### src/rtl/pic_pkg.sv
// Shared types and helpers for the interrupt acknowledge sequencer.
package pic_pkg;

  typedef enum logic [1:0] {
    IDLE = 2'd0,
    ACK1 = 2'd1,
    GAP  = 2'd2,
    ACK2 = 2'd3
  } state_t;

  localparam logic [2:0] SPURIOUS_ID = 3'd7;

  typedef struct packed {
    logic       found;
    logic [2:0] idx;
  } lowest_t;

  function automatic lowest_t lowest_set(input logic [7:0] v);
    lowest_t r;
    r = '0;
    for (int k = 7; k >= 0; k--) begin
      if (v[k]) begin
        r.found = 1'b1;
        r.idx   = 3'(k);
      end
    end
    return r;
  endfunction

endpackage

### src/rtl/pic_ack_sequencer_isr_reg.sv
// In-service register: set on acknowledge, cleared by AEOI or EOI; also
// produces the fully-nested block flag for the currently chosen level.
module pic_isr_reg
  import pic_pkg::*;
#(
  parameter int NUM_IRQ = 8
) (
  input  logic               clk,
  input  logic               rst,
  input  logic               set_en,
  input  logic [2:0]         set_id,
  input  logic               aeoi_clr,
  input  logic [2:0]         aeoi_id,
  input  logic               eoi_valid,
  input  logic               eoi_specific,
  input  logic [2:0]         eoi_level,
  input  logic [2:0]         chosen_id,
  output logic [NUM_IRQ-1:0] isr,
  output logic               block
);

  logic [NUM_IRQ-1:0] set_mask;
  logic [NUM_IRQ-1:0] clr_mask;
  logic [NUM_IRQ-1:0] le_mask;
  lowest_t            low;

  assign low = lowest_set(isr);

  always_comb begin
    set_mask = '0;
    if (set_en) set_mask[set_id] = 1'b1;
  end

  // Non-specific EOI picks its target from the pre-set register value.
  always_comb begin
    clr_mask = '0;
    if (aeoi_clr) clr_mask[aeoi_id] = 1'b1;
    if (eoi_valid) begin
      if (eoi_specific)   clr_mask[eoi_level] = 1'b1;
      else if (low.found) clr_mask[low.idx]   = 1'b1;
    end
  end

  always_comb begin
    le_mask = '0;
    for (int k = 0; k < NUM_IRQ; k++) begin
      if (3'(k) <= chosen_id) le_mask[k] = 1'b1;
    end
  end

  assign block = |(isr & le_mask);

  // Set is OR-ed in after the clear so it wins on the same bit.
  always_ff @(posedge clk) begin
    if (rst) isr <= '0;
    else     isr <= (isr & ~clr_mask) | set_mask;
  end

endmodule

### src/rtl/pic_ack_sequencer.sv
// Two-pulse INTA handshake sequencer: raises int_out, retires requests,
// drives the vector and owns the in-service register.
//   state | meaning
//   IDLE  | waiting; int_out follows the nesting gate
//   ACK1  | first INTA pulse low, level latched and ISR set
//   GAP   | between pulses, waiting for second fall
//   ACK2  | second pulse low, vector driven on the bus
module pic_ack_sequencer
  import pic_pkg::*;
#(
  parameter int VEC_W   = 8,
  parameter int NUM_IRQ = 8
) (
  input  logic               clk,
  input  logic               rst,
  input  logic               int_in,
  input  logic [2:0]         chosen_id,
  input  logic               inta_n,
  input  logic [VEC_W-4:0]   vec_base,
  input  logic               aeoi,
  input  logic               eoi_valid,
  input  logic               eoi_specific,
  input  logic [2:0]         eoi_level,
  output logic               int_out,
  output logic [VEC_W-1:0]   data_out,
  output logic               data_oe,
  output logic [NUM_IRQ-1:0] isr,
  output logic [NUM_IRQ-1:0] irr_clear,
  output logic               spurious
);

  state_t             state, state_nxt;
  logic               inta_n_q;
  logic               fall, rise;
  logic [2:0]         id_q, id_nxt;
  logic               spur_q, spur_nxt;
  logic               block, grant;
  logic               set_en, aeoi_clr;
  logic               int_out_nxt, data_oe_nxt, spurious_nxt;
  logic [VEC_W-1:0]   data_out_nxt;
  logic [NUM_IRQ-1:0] irr_clear_nxt;

  assign fall  = inta_n_q & ~inta_n;
  assign rise  = ~inta_n_q & inta_n;
  assign grant = int_in & ~block;

  pic_isr_reg #(.NUM_IRQ(NUM_IRQ)) u_isr (
    .clk          (clk),
    .rst          (rst),
    .set_en       (set_en),
    .set_id       (chosen_id),
    .aeoi_clr     (aeoi_clr),
    .aeoi_id      (id_q),
    .eoi_valid    (eoi_valid),
    .eoi_specific (eoi_specific),
    .eoi_level    (eoi_level),
    .chosen_id    (chosen_id),
    .isr          (isr),
    .block        (block)
  );

  always_ff @(posedge clk) begin
    if (rst) state <= IDLE;
    else     state <= state_nxt;
  end

  always_comb begin
    state_nxt     = state;
    id_nxt        = id_q;
    spur_nxt      = spur_q;
    int_out_nxt   = 1'b0;
    data_out_nxt  = data_out;
    data_oe_nxt   = data_oe;
    irr_clear_nxt = '0;
    spurious_nxt  = 1'b0;
    set_en        = 1'b0;
    aeoi_clr      = 1'b0;
    case (state)
      IDLE: begin
        int_out_nxt = grant;
        if (fall) begin
          state_nxt   = ACK1;
          int_out_nxt = 1'b0;
          if (grant) begin
            id_nxt                   = chosen_id;
            spur_nxt                 = 1'b0;
            set_en                   = 1'b1;
            irr_clear_nxt[chosen_id] = 1'b1;
          end else begin
            id_nxt       = SPURIOUS_ID;
            spur_nxt     = 1'b1;
            spurious_nxt = 1'b1;
          end
        end
      end
      ACK1: begin
        data_oe_nxt = 1'b0;
        if (rise) state_nxt = GAP;
      end
      GAP: begin
        if (fall) begin
          state_nxt    = ACK2;
          data_out_nxt = {vec_base, id_q};
          data_oe_nxt  = 1'b1;
        end
      end
      ACK2: begin
        if (rise) begin
          state_nxt   = IDLE;
          data_oe_nxt = 1'b0;
          aeoi_clr    = aeoi & ~spur_q;
        end
      end
      default: state_nxt = IDLE;
    endcase
  end

  always_ff @(posedge clk) begin
    if (rst) begin
      inta_n_q  <= 1'b1;
      id_q      <= '0;
      spur_q    <= 1'b0;
      int_out   <= 1'b0;
      data_out  <= '0;
      data_oe   <= 1'b0;
      irr_clear <= '0;
      spurious  <= 1'b0;
    end else begin
      inta_n_q  <= inta_n;
      id_q      <= id_nxt;
      spur_q    <= spur_nxt;
      int_out   <= int_out_nxt;
      data_out  <= data_out_nxt;
      data_oe   <= data_oe_nxt;
      irr_clear <= irr_clear_nxt;
      spurious  <= spurious_nxt;
    end
  end

endmodule

### config.mk
export PLATFORM = sky130hd
export DESIGN_NAME = pic_ack_sequencer
export DESIGN_NICKNAME = d
export VERILOG_FILES = /design/src/rtl/pic_pkg.sv /design/src/rtl/pic_ack_sequencer_isr_reg.sv /design/src/rtl/pic_ack_sequencer.sv
export SDC_FILE = /design/constraint.sdc
export NUM_CORES = 1
export LEC_CHECK = 0
export CORE_MARGIN = 2
export CORE_UTILIZATION = 51
export CTS_BUF_LIST = sky130_fd_sc_hd__clkbuf_16
export DETAILED_ROUTE_END_ITERATION = 7
export PLACE_DENSITY = 0.84
export SYNTH_ARGS = -nofsm -noshare
export SYNTH_HDL_FRONTEND = slang
export SYNTH_SLANG_ARGS = --single-unit
### constraint.sdc
create_clock -name clk -period 5.4 [get_ports clk]
set_clock_uncertainty 0.2 [all_clocks]
set_input_delay 0.81 -clock clk [delete_from_list [all_inputs] [get_ports clk]]
set_output_delay 0.81 -clock clk [all_outputs]
set_load 0.01 [all_outputs]
Word level (Yosys, flattened, before mapping)
Cells that the tools add are included.
- reduce and logical (&&, ||, !) cells: 14
- equality and inequality tests: 7
- bitwise operators: 17
- muxes and demuxes: 44
- magnitude comparators: 16
- operators with widths (operator ; number):
    $mux 8 ; 5
    $mux 4 ; 8
    $or 8x8->8 ; 3
    $mux 1 ; 20
    $and 8x8->8 ; 2
    $lt 3x4->1 const B ; 4
    $demux 1 s3 ; 4
    $ge 3x1->1 const B ; 4
    $le 3x3->1 const A ; 4
    $mux 2 ; 4
    $ne 2x2->1 const B ; 4
    $not 8->8 ; 1
    $pmux 2 s4 ; 1
    $reduce_or 8->1 ; 1
    $not 1->1 ; 7
    $le 1x3->1 const A ; 2
    $le 2x3->1 const A ; 2
    $reduce_or 3->1 ; 2
    $and 1x1->1 ; 4
    $eq 2x2->1 const B ; 2
    $logic_and 1x1->1 ; 4
    $reduce_and 2->1 ; 2
    $reduce_and 4->1 ; 1
    $reduce_or 4->1 ; 1
    other kinds (6) ; 6
- flip-flop bits (word level): 34
- word-level logic and storage cells: 108

Longest topological paths before layout
Gate-level depths: netlist of the first run.
- depth after elaboration: 19
- gate-level depth with buffers: 8
- gate-level depth less buffers: 7

Hierarchy
Synthesis of the first run repeated with hierarchy kept, for this count alone.
- cells, all modules: 185
- area total of the unflattened synthesis: 1596.5 µm²
- modules (own cells, without submodules) (module ; cells each ; instances ; area each (µm²)):
    pic_ack_sequencer ; 113 ; 1 ; 1001.0
    pic_isr_reg ; 72 ; 1 ; 595.6

Least setup slack after synthesis of the first run
No wires, ideal clock.
- path kind: input -> register
- from: input port chosen_id[2]
- to: register u_isr.isr[3]
- buffers on the path: 2
- data required time: 5130 ps
- cell stages on the path: 7
- arrival: 2084 ps
- path slack: 3046 ps
- path through: buf_6 -> a21oi_1 -> o21ai_1 -> or4b_1 -> buf_6 -> nor3_4 -> o21bai_1
- cells in the longest elaborated chain, start to end: 11
- elaborated cells on any way between the ends: 30
- classes of those cells: order compare: 10; mux: 14; bitwise: 4; reduce/logical: 2
- RTL lines (what ; line ; text):
    from (decl) ; pic_ack_sequencer.sv:17 ; input logic [2:0] chosen_id,
    $le 1x3->1 (tied with other cells) ; pic_ack_sequencer_isr_reg.sv:47 ; if (3'(k) <= chosen_id) le_mask[k] = 1'b1;
    $mux 1 ; pic_ack_sequencer_isr_reg.sv:47 ;
    $and 8x8->8 ; pic_ack_sequencer_isr_reg.sv:51 ; assign block = |(isr & le_mask);
    $reduce_or 8->1 ; pic_ack_sequencer_isr_reg.sv:51 ;
    $not 1->1 ; pic_ack_sequencer.sv:45 ; assign grant = int_in & ~block;
    $and 1x1->1 ; pic_ack_sequencer.sv:45 ;
    $mux 1 ; pic_ack_sequencer.sv:84 ; if (grant) begin
    $mux 1 ; pic_ack_sequencer.sv:81 ; if (fall) begin
    $mux 1 ; pic_ack_sequencer.sv:78 ; case (state)
    $mux 8 * ; pic_ack_sequencer_isr_reg.sv:31 ; if (set_en) set_mask[set_id] = 1'b1;
    $or 8x8->8 * ; pic_ack_sequencer_isr_reg.sv:56 ; else isr <= (isr & ~clr_mask) | set_mask;
    to (signal assigned) ; pic_ack_sequencer_isr_reg.sv:56 ;
    to (decl) ; pic_ack_sequencer_isr_reg.sv:18 ; output logic [NUM_IRQ-1:0] isr,
Mark *: on every way between the ends. The rest lies on a longest branch, timed or not.
A chain may end at the register's enable or synchronous reset.

Final worst setup path of the first run
Same ends and word-level chain as after synthesis.

==> results of run 1 <==
per-layer routing:
metal,GRT usage,up-vias
li1,-,797
met1,0.3290,710
met2,0.3693,70
met5,0,-
met3,0.06303,6
met4,0.09006,0
area by class of cell:
type / count / share of cell area
flip-flops and latches: 34 / 0.2947
clock buffers: 5 / 0.05417
multi-input cells: 148 / 0.3922
repair buffers: 45 / 0.1939
well taps: 44 / 0.02384
inverters: 7 / 0.01138
clock inverters: 3 / 0.02979
path summary, 6_finish.rpt:
| kind | end | cells past startpoint | start | slack, ns |
|---|---|---|---|---|
| worst max-delay path | u_isr.isr[3] | 6 | chosen_id[2] | 2.50 |
| worst min-delay path | data_out[4] | 2 | data_out[4] | 0.25 |
| worst max register to register | u_isr.isr[5] | 7 | state[0] | 3.25 |
| worst min register to register | data_out[4] | 2 | data_out[4] | 0.25 |
state kept, by name, summed over array words and instances (netlist names):
| name | flops |
|---|---|
| data_oe | 1 |
| data_out | 8 |
| id_q | 3 |
| int_out | 1 |
| inta_n_q | 1 |
| irr_clear | 8 |
| spur_q | 1 |
| spurious | 1 |
| state | 2 |
| u_isr.isr | 8 |
report_power, final:
| part | switching [mW] | total (mW) | internal [mW] |
|---|---|---|---|
| sequential | 0.0207 | 0.297 | 0.276 |
| clock | 0.102 | 0.366 | 0.265 |
| combinational | 0.0988 | 0.181 | 0.0820 |
| total | 0.221 | 0.844 | 0.623 |
cells by family after synthesis:
logic type,count (synthesis),synth area share
fa+ha+maj,4,0.02999
buf+inv,16,0.04948
compound gates,47,0.1807
mux,1,0.005997
flops,34,0.4078
simple gates,96,0.3261
synth_stat cells (all sizes together) (6+ instances only):
cell type  instances  area, sq um
nand3             13        65.06
nand2b            15        93.84
nand2             15        56.30
nor2              20        77.58
o21ai              8        40.04
dfxtp             34        680.7
o221ai             7        61.31
clkbuf             6        22.52
inv                7        26.28
nor3              14        112.6
a21oi             18        90.09
worst reg2reg max path: stages (launching register included):
cell and delay, ns:
dfxtp_1 0.33, inv_1 0.09, ha_1 0.21, inv_1 0.08, nor2_1 0.53, nand3_1 0.32, nor3_2 0.22, nand2b_1 0.12
stage by stage:
stage	std cells	util	worst slack, ns	power, mW	hold WS [ns]
final	286	0.7504	2.501	0.8443	0.2532
after global routing	286	0.7504	2.370	0.8874	0.2722
after CTS	286	0.7504	2.528	0.8495	0.2559
after detailed placement	278	0.6874	2.287	0.4808	0.2480
after global placement	278	0.6874	2.331	0.4772	0.2426
after floorplan	198	-	3.046	0.4228	0.2691
layout by cell type (no fill, tap or decap), drive strengths merged:
cell type / n
a21o: 2
nor4b: 1
nor3b: 4
a21oi: 18
nand2: 15
o31ai: 1
o221ai: 7
ha: 4
o21bai: 3
and3: 1
nor2: 20
and4b: 1
or4b: 2
clkinv: 1
mux2i: 1
a2111oi: 1
bufinv: 2
nor2b: 4
nand3b: 1
dfxtp: 34
nand3: 13
nor4: 2
a311oi: 1
o21ai: 8
inv: 7
clkdlybuf4s50: 44
nand2b: 15
o211ai: 1
or2: 3
buf: 1
a211oi: 4
a211o: 1
nor3: 14
clkbuf: 5
==> flow_summary.json, run 1 <==
{
  "outcome": "finished clean",
  "grt_pass1_wl_microns": 6575,
  "nets": 263,
  "crit_path_end_kind": "register",
  "start_kind": "input port",
  "htree_levels": 2,
  "worstMarginPinSlew_ns": 0.7780,
  "crit_slowest_cell": "or4b_1",
  "gr-total-overflow": 0,
  "placed_cell_area_sq_um": 2116,
  "cts_tree": "built",
  "worst-path-buf-inv": 1,
  "drt_pass1_iterations": 4,
  "synthCells": 198,
  "grt_usage": 0.2417,
  "ir_worst_vdd_uv": 285.0,
  "drt-wirelength-per-cell_microns": 14.16,
  "final_layout_size_suffix_gt1_frac": 0.08678,
  "p_leak_nw": 0.8395,
  "ctsLongestPathBuffers": 2,
  "cts_resized": 0,
  "finalCritPeriodShare": 0.5368,
  "wl_met3_microns": 335,
  "cts_sinks": 34,
  "path_delay_family": "simple AND/OR/NAND/NOR gates",
  "multiInputGateArea_sq_um": 905.9,
  "rsz0062_at_grt": "no",
  "top_layer_used": "met4",
  "cp_cell_sequence": "clkdlybuf4s50_1 > nor2_2 > o21ai_1 > or4b_1 > nor3_4 > o21bai_1",
  "numPortBuffers": 44,
  "yosysWarningCount": 0,
  "timing.fmax_mhz": 345.0,
  "cp.arrival_ns": 2.90,
  "rows": 20,
  "routabilityCongestion": 0.8852,
  "synth_cell_type_count": 37,
  "wl_microns": 4050,
  "synth_ff_type": "dfxtp_1",
  "route.detailed.drc": 0,
  "die_h_microns": 61.21,
  "ys_seq_area_frac": 0.4078,
  "diodes": 0,
  "hold_buffers": 0,
  "tns_ns": 0,
  "grt_max_degree": 27,
  "worstSkewPairLatency_ns": 0.27,
  "synth-edff-count": 0,
  "via_per_inst": 5.535,
  "clkTransAtPathRegs_ns": 0.05,
  "finalInstanceArea_sq_um": 2310,
  "synth_nets": 220,
  "path_max_fanout": 9,
  "drt-met1-wl_microns": 1747,
  "hold_viol": 0,
  "max-slew-margin-rel": 0.4803,
  "postCtsSetupBuffers": 0,
  "syn-cell-area_sq_um": 1669,
  "fin_crit_ns": 2.899,
  "initial_utilization": 0.5423,
  "finalMaxSlewViolations": 0,
  "antenna_found_initial": 0,
  "cp_data_required_time_ns": 5.40,
  "dieArea_sq_um": 3746,
  "synth.avg_cell_area_sq_um": 8.430,
  "criticalPathCategory": "in -> reg",
  "antenna_left": 0,
  "num-fill-cells": 221,
  "grt_pass1_vias": 1417,
  "drt_iter0_markers": 69,
  "die_w_microns": 61.21,
  "p_per_area_nw_per_um2": 365.5,
  "route.met2.wl_microns": 1930,
  "async_flop_share": 0,
  "vias": 1583,
  "cts-root-buf": "clkbuf_16",
  "slowest_delay_ns": 0.78,
  "ys_ff_latch": 34,
  "numCtsBuffers": 5,
  "dp_hpwl_microns": 2908,
  "hp-class": "reg -> reg",
  "maxCapViolCount": 0,
  "core-area_sq_um": 3078,
  "ioPinCount": 45,
  "finalSetupViolCount": 0,
  "register_area_sq_um": 680.7,
  "areaGrowthSynthToFinish_pct": 38.38
}
Note: power is estimated with default switching activity, not from simulation.
==> run 2: changes to the inputs <==
- CORE_UTILIZATION: 51 -> 48
- PLACE_DENSITY: 0.84 -> 0.79
- clock period: 5.4 -> 2.7 ns (I/O delays scaled with it)
==> flow_summary.json, run 2 (synthesis gave the netlist of run 1 again) <==
{
  "drt_pass1_iterations": 4,
  "multiInputGateArea_sq_um": 905.9,
  "finalSetupViolCount": 0,
  "dp.cells": 287,
  "cts-root-buf": "clkbuf_16",
  "drt_iter0_markers": 79,
  "ctsLongestPathBuffers": 2,
  "min_to": "data_out[1]",
  "worst-path-buf-inv": 2,
  "finalCritPeriodShare": 0.8668,
  "cts_resized": 0,
  "placed_cell_area_sq_um": 2171,
  "grt_pass1_wl_microns": 7169,
  "reg_top3": "data_out: 8 flops, irr_clear: 8 flops, u_isr.isr: 8 flops",
  "crit_path_end_kind": "register",
  "dp_worst_setup_slack_ns": 0.06173,
  "worst_slack_ns": 0.3596,
  "pwr-share-seq": 0.366,
  "p_per_area_nw_per_um2": 696.2,
  "worstMarginPinSlew_ns": 0.3957,
  "hold_viol": 0,
  "initial_utilization": 0.5002,
  "finalInstanceArea_sq_um": 2341,
  "vias": 1607,
  "grt_pass1_vias": 1557,
  "cp_data_required_time_ns": 2.72,
  "path_delay_family": "simple AND/OR/NAND/NOR gates",
  "maxCapViolCount": 0,
  "criticalPathCategory": "in -> reg",
  "antenna_found_initial": 0,
  "reg2reg_slack_ns": 0.64,
  "areaGrowthSynthToFinish_pct": 40.26,
  "ir_worst_vdd_uv": 494.9,
  "min-delay-start": "data_out[1]",
  "hold_buffers": 0,
  "final_cell_mix": "clkdlybuf4s50_1, dfxtp_1, nor2_1, a21oi_1",
  "postCtsSetupBuffers": 0,
  "die_w_microns": 62.97,
  "timing.fmax_mhz": 427.3,
  "htree_levels": 2,
  "finalNonFillerCells": 295,
  "ioPinCount": 45,
  "p_sw_uw": 466.4,
  "diodes": 0,
  "grt_usage": 0.2311,
  "hold_path_depth": 2,
  "outcome": "finished clean",
  "wl_microns": 4289,
  "worstSkewPairLatency_ns": 0.28,
  "final_layout_size_suffix_gt1_frac": 0.1124,
  "clockPowerShare": 0.400,
  "antenna_left": 0,
  "path_max_fanout": 9,
  "cp_cell_sequence": "clkdlybuf4s50_1 > nor2_2 > o21ai_1 > or4b_1 > buf_4 > nor3_2 > nand2b_1",
  "routabilityCongestion": 0.8741,
  "clkTransAtPathRegs_ns": 0.06,
  "switching_share": 0.2862,
  "numCtsBuffers": 5,
  "slowest_delay_ns": 0.56,
  "rows": 21,
  "finalMaxSlewViolations": 0,
  "max-slew-margin-rel": 0.7362,
  "r2r-start": "u_isr.isr[0]",
  "route.detailed.drc": 0,
  "rr_worst_depth": 6,
  "hp-class": "reg -> reg",
  "pwr-share-comb": 0.234,
  "mostFrequentLayoutCell": "clkdlybuf4s50_1",
  "core-area_sq_um": 3337,
  "dp_hpwl_microns": 3205,
  "via_per_inst": 5.447,
  "numPortBuffers": 44,
  "start_kind": "input port",
  "drt-wirelength-per-cell_microns": 14.54,
  "cts_sinks": 34,
  "rsz0062_at_grt": "no",
  "grt_max_degree": 26,
  "register_area_sq_um": 680.7,
  "tns_ns": 0,
  "cts_tree": "built",
  "p_leak_nw": 0.8549,
  "num-fill-cells": 279,
  "r2r-end": "u_isr.isr[7]",
  "nets": 270,
  "dieArea_sq_um": 3965,
  "crit_slowest_cell": "or4b_1",
  "die_h_microns": 62.97,
  "gr-total-overflow": 0,
  "p_int_mw": 1.163,
  "fin_crit_ns": 2.340,
  "cp.arrival_ns": 2.36,
  "finalPower_mw": 1.630
}
run 2: worst max path at each step:
stage | depth (start not counted) | end | from | slack (ns)
final | 7 | u_isr.isr[7] | chosen_id[2] | 0.36
after global routing | 7 | u_isr.isr[7] | chosen_id[2] | 0.22
after CTS | 7 | u_isr.isr[7] | chosen_id[2] | 0.35
after detailed placement | 7 | u_isr.isr[7] | chosen_id[2] | 0.06
after global placement | 7 | u_isr.isr[7] | chosen_id[2] | 0.12
after floorplan | 7 | u_isr.isr[3] | chosen_id[2] | 0.75
run 2: per-stage QoR:
| stage | utilization | hold WS, ns |
|---|---|---|
| floorplan | - | 0.2691 |
| global placement | 0.6505 | 0.2423 |
| detailed placement | 0.6505 | 0.2472 |
| CTS | 0.7015 | 0.2547 |
| global route | 0.7015 | 0.2878 |
| finish | 0.7015 | 0.2520 |
run 2: routing by layer:
| layer | vias to the layer above | share of wire | global-route usage |
|---|---|---|---|
| li1 | 806 | - | - |
| met1 | 739 | 0.45 | 0.2971 |
| met2 | 51 | 0.48 | 0.3790 |
| met3 | 11 | 0.052 | 0.05045 |
| met4 | 0 | 0.019 | 0.08333 |
| met5 | - | 0 | 0 |
run 2: cell type report:
| type | instances | share of cell area |
|---|---|---|
| clock inverters | 3 | 0.01924 |
| multi-input cells | 148 | 0.3870 |
| inverters | 7 | 0.01122 |
| flip-flops and latches | 34 | 0.2908 |
| well taps | 46 | 0.02459 |
| clock buffers | 5 | 0.05345 |
| repair buffers | 52 | 0.2138 |
run 2: tightest hold or removal path, cell delays in order, from the launching register on:
cell	delay, ns
dfxtp_1	0.30
nand2_1	0.05
a21oi_1	0.05
run 2: power by group through the flow:
stage	clock network (mW)	registers, mW	logic (mW)
3_5_place_dp	0	0.605	0.377
4_1_cts	0.660	0.595	0.386
6_report	0.652	0.596	0.382
2_1_floorplan	0	0.606	0.239
5_1_grt	0.680	0.606	0.425
3_3_place_gp	0	0.602	0.369
==> run 3: changes to the inputs <==
- clock period: 2.7 -> 2.4 ns (I/O delays scaled with it)
==> flow_summary.json, run 3 (synthesis gave the netlist of run 1 again) <==
{
  "outcome": "finished clean",
  "nets": 275,
  "die_h_microns": 62.97,
  "finalPower_mw": 1.924,
  "dieArea_sq_um": 3965,
  "p_leak_nw": 0.9038,
  "cts-root-buf": "clkbuf_16",
  "worstMarginPinSlew_ns": 0.4041,
  "finalSetupViolCount": 0,
  "register_area_sq_um": 680.7,
  "max-slew-margin-rel": 0.7306,
  "p_per_area_nw_per_um2": 801.8,
  "grt_pass1_vias": 1616,
  "grt_max_degree": 26,
  "cts_tree": "built",
  "ir_worst_vdd_uv": 454.5,
  "die_w_microns": 62.97,
  "worst_slack_ns": 0.1249,
  "rsz0062_at_grt": "no",
  "reg_top3": "data_out: 8 flops, irr_clear: 8 flops, u_isr.isr: 8 flops",
  "areaGrowthSynthToFinish_pct": 43.78,
  "initial_utilization": 0.5002,
  "cp-endpoint": "u_isr.isr[3]",
  "numPortBuffers": 44,
  "routabilityCongestion": 0.8887,
  "htree_levels": 2,
  "hold_path_depth": 2,
  "ctsLongestPathBuffers": 2,
  "finalMaxSlewViolations": 0,
  "num-fill-cells": 272,
  "via_per_inst": 5.443,
  "mostFrequentLayoutCell": "clkdlybuf4s50_1",
  "finalNonFillerCells": 300,
  "holdWs_ns": 0.2504,
  "numCtsBuffers": 5,
  "cts_sinks": 34,
  "dp.cells": 292,
  "route.detailed.drc": 0,
  "cp.arrival_ns": 2.28,
  "hp-class": "reg -> reg",
  "timing.fmax_mhz": 439.5,
  "worstSkewPairLatency_ns": 0.28,
  "antenna_found_initial": 0,
  "gr-total-overflow": 0,
  "r2r-end": "u_isr.isr[5]",
  "clkTransAtPathRegs_ns": 0.05,
  "vias": 1633,
  "wl_microns": 4394,
  "reg2reg_slack_ns": 0.30,
  "rows": 21,
  "diodes": 0,
  "dp_hpwl_microns": 3174,
  "start_kind": "input port",
  "crit_start": "chosen_id[2]",
  "criticalPathCategory": "in -> reg",
  "fin_crit_ns": 2.275,
  "cp_data_required_time_ns": 2.41,
  "grt_usage": 0.2371,
  "dp_worst_setup_slack_ns": -0.1066,
  "final_cell_mix": "clkdlybuf4s50_1, dfxtp_1, nor2_1, a21oi_1",
  "postCtsSetupBuffers": 0,
  "hold_viol": 0,
  "grt_pass1_wl_microns": 7383,
  "drt-wirelength-per-cell_microns": 14.65,
  "multiInputGateArea_sq_um": 905.9,
  "ioPinCount": 45,
  "rr_worst_depth": 5,
  "fin_util": 0.7192,
  "r2r-start": "u_isr.isr[0]",
  "finalCritPeriodShare": 0.9480,
  "antenna_left": 0,
  "path_max_fanout": 6,
  "maxCapViolCount": 0,
  "drt_iter0_markers": 100,
  "final_layout_size_suffix_gt1_frac": 0.1260,
  "crit_path_end_kind": "register",
  "drt_pass1_iterations": 4,
  "core-area_sq_um": 3337
}
## run 3: cell count changes in the layout (fill, tap and decap cells not counted)
cell             delta
bufinv_16           +1
buf_4               +5
clkinv_1            +1
dlymetal6s2s_1      +1
clkdlybuf4s50_1     -1
clkinvlp_4          -2
## run 3: critical path, cell delays in order
cell and delay, ns:
clkdlybuf4s50_1 0.52, a21oi_1 0.21, o21ai_1 0.09, or4b_1 0.55
buf_4 0.20, nor3_4 0.22, o21bai_1 0.14
## run 3: final cells by class
cell class,count,area share
multi-input cells,148,0.3775
flip-flops and latches,34,0.2836
inverters,7,0.01095
well taps,46,0.02398
clock inverters,3,0.02659
repair buffers,57,0.2252
clock buffers,5,0.05214
## run 3: stage by stage
stage                     setup TNS [ns]  area [sq um]
final                                  0          2400
after global routing                   0          2400
after CTS                              0          2397
after detailed placement         -0.5138          2208
after global placement           -0.3738          2208
after floorplan                        0          1669
## run 3: worst min-delay path by stage
stage	from	endpoint	slack, ns
final	data_out[1]	data_out[1]	0.25
after CTS	data_out[3]	data_out[3]	0.25
after floorplan	inta_n	inta_n_q	0.27
after detailed placement	data_out[1]	data_out[1]	0.25
after global placement	data_out[3]	data_out[3]	0.24
after global routing	data_out[1]	data_out[1]	0.29
## run 3: repair_timing
action,in CTS,in global routing
gates resized for setup,0,1
endpoints found under the setup margin,0,1
hold buffers,0,0
## run 3: power by group
group	switching (mW)	internal, mW	leakage [nW]	total [mW]
clock network	0.228	0.591	0.0915	0.818
logic	0.234	0.204	0.536	0.438
registers	0.0463	0.622	0.276	0.668
## run 3: metal layers
layer,track usage,wire [microns],vias up
li1,-,-,820
met5,0,0,-
met2,0.4029,2131,50
met3,0.03423,194,9
met4,0.1028,103,0
met1,0.2970,1964,754
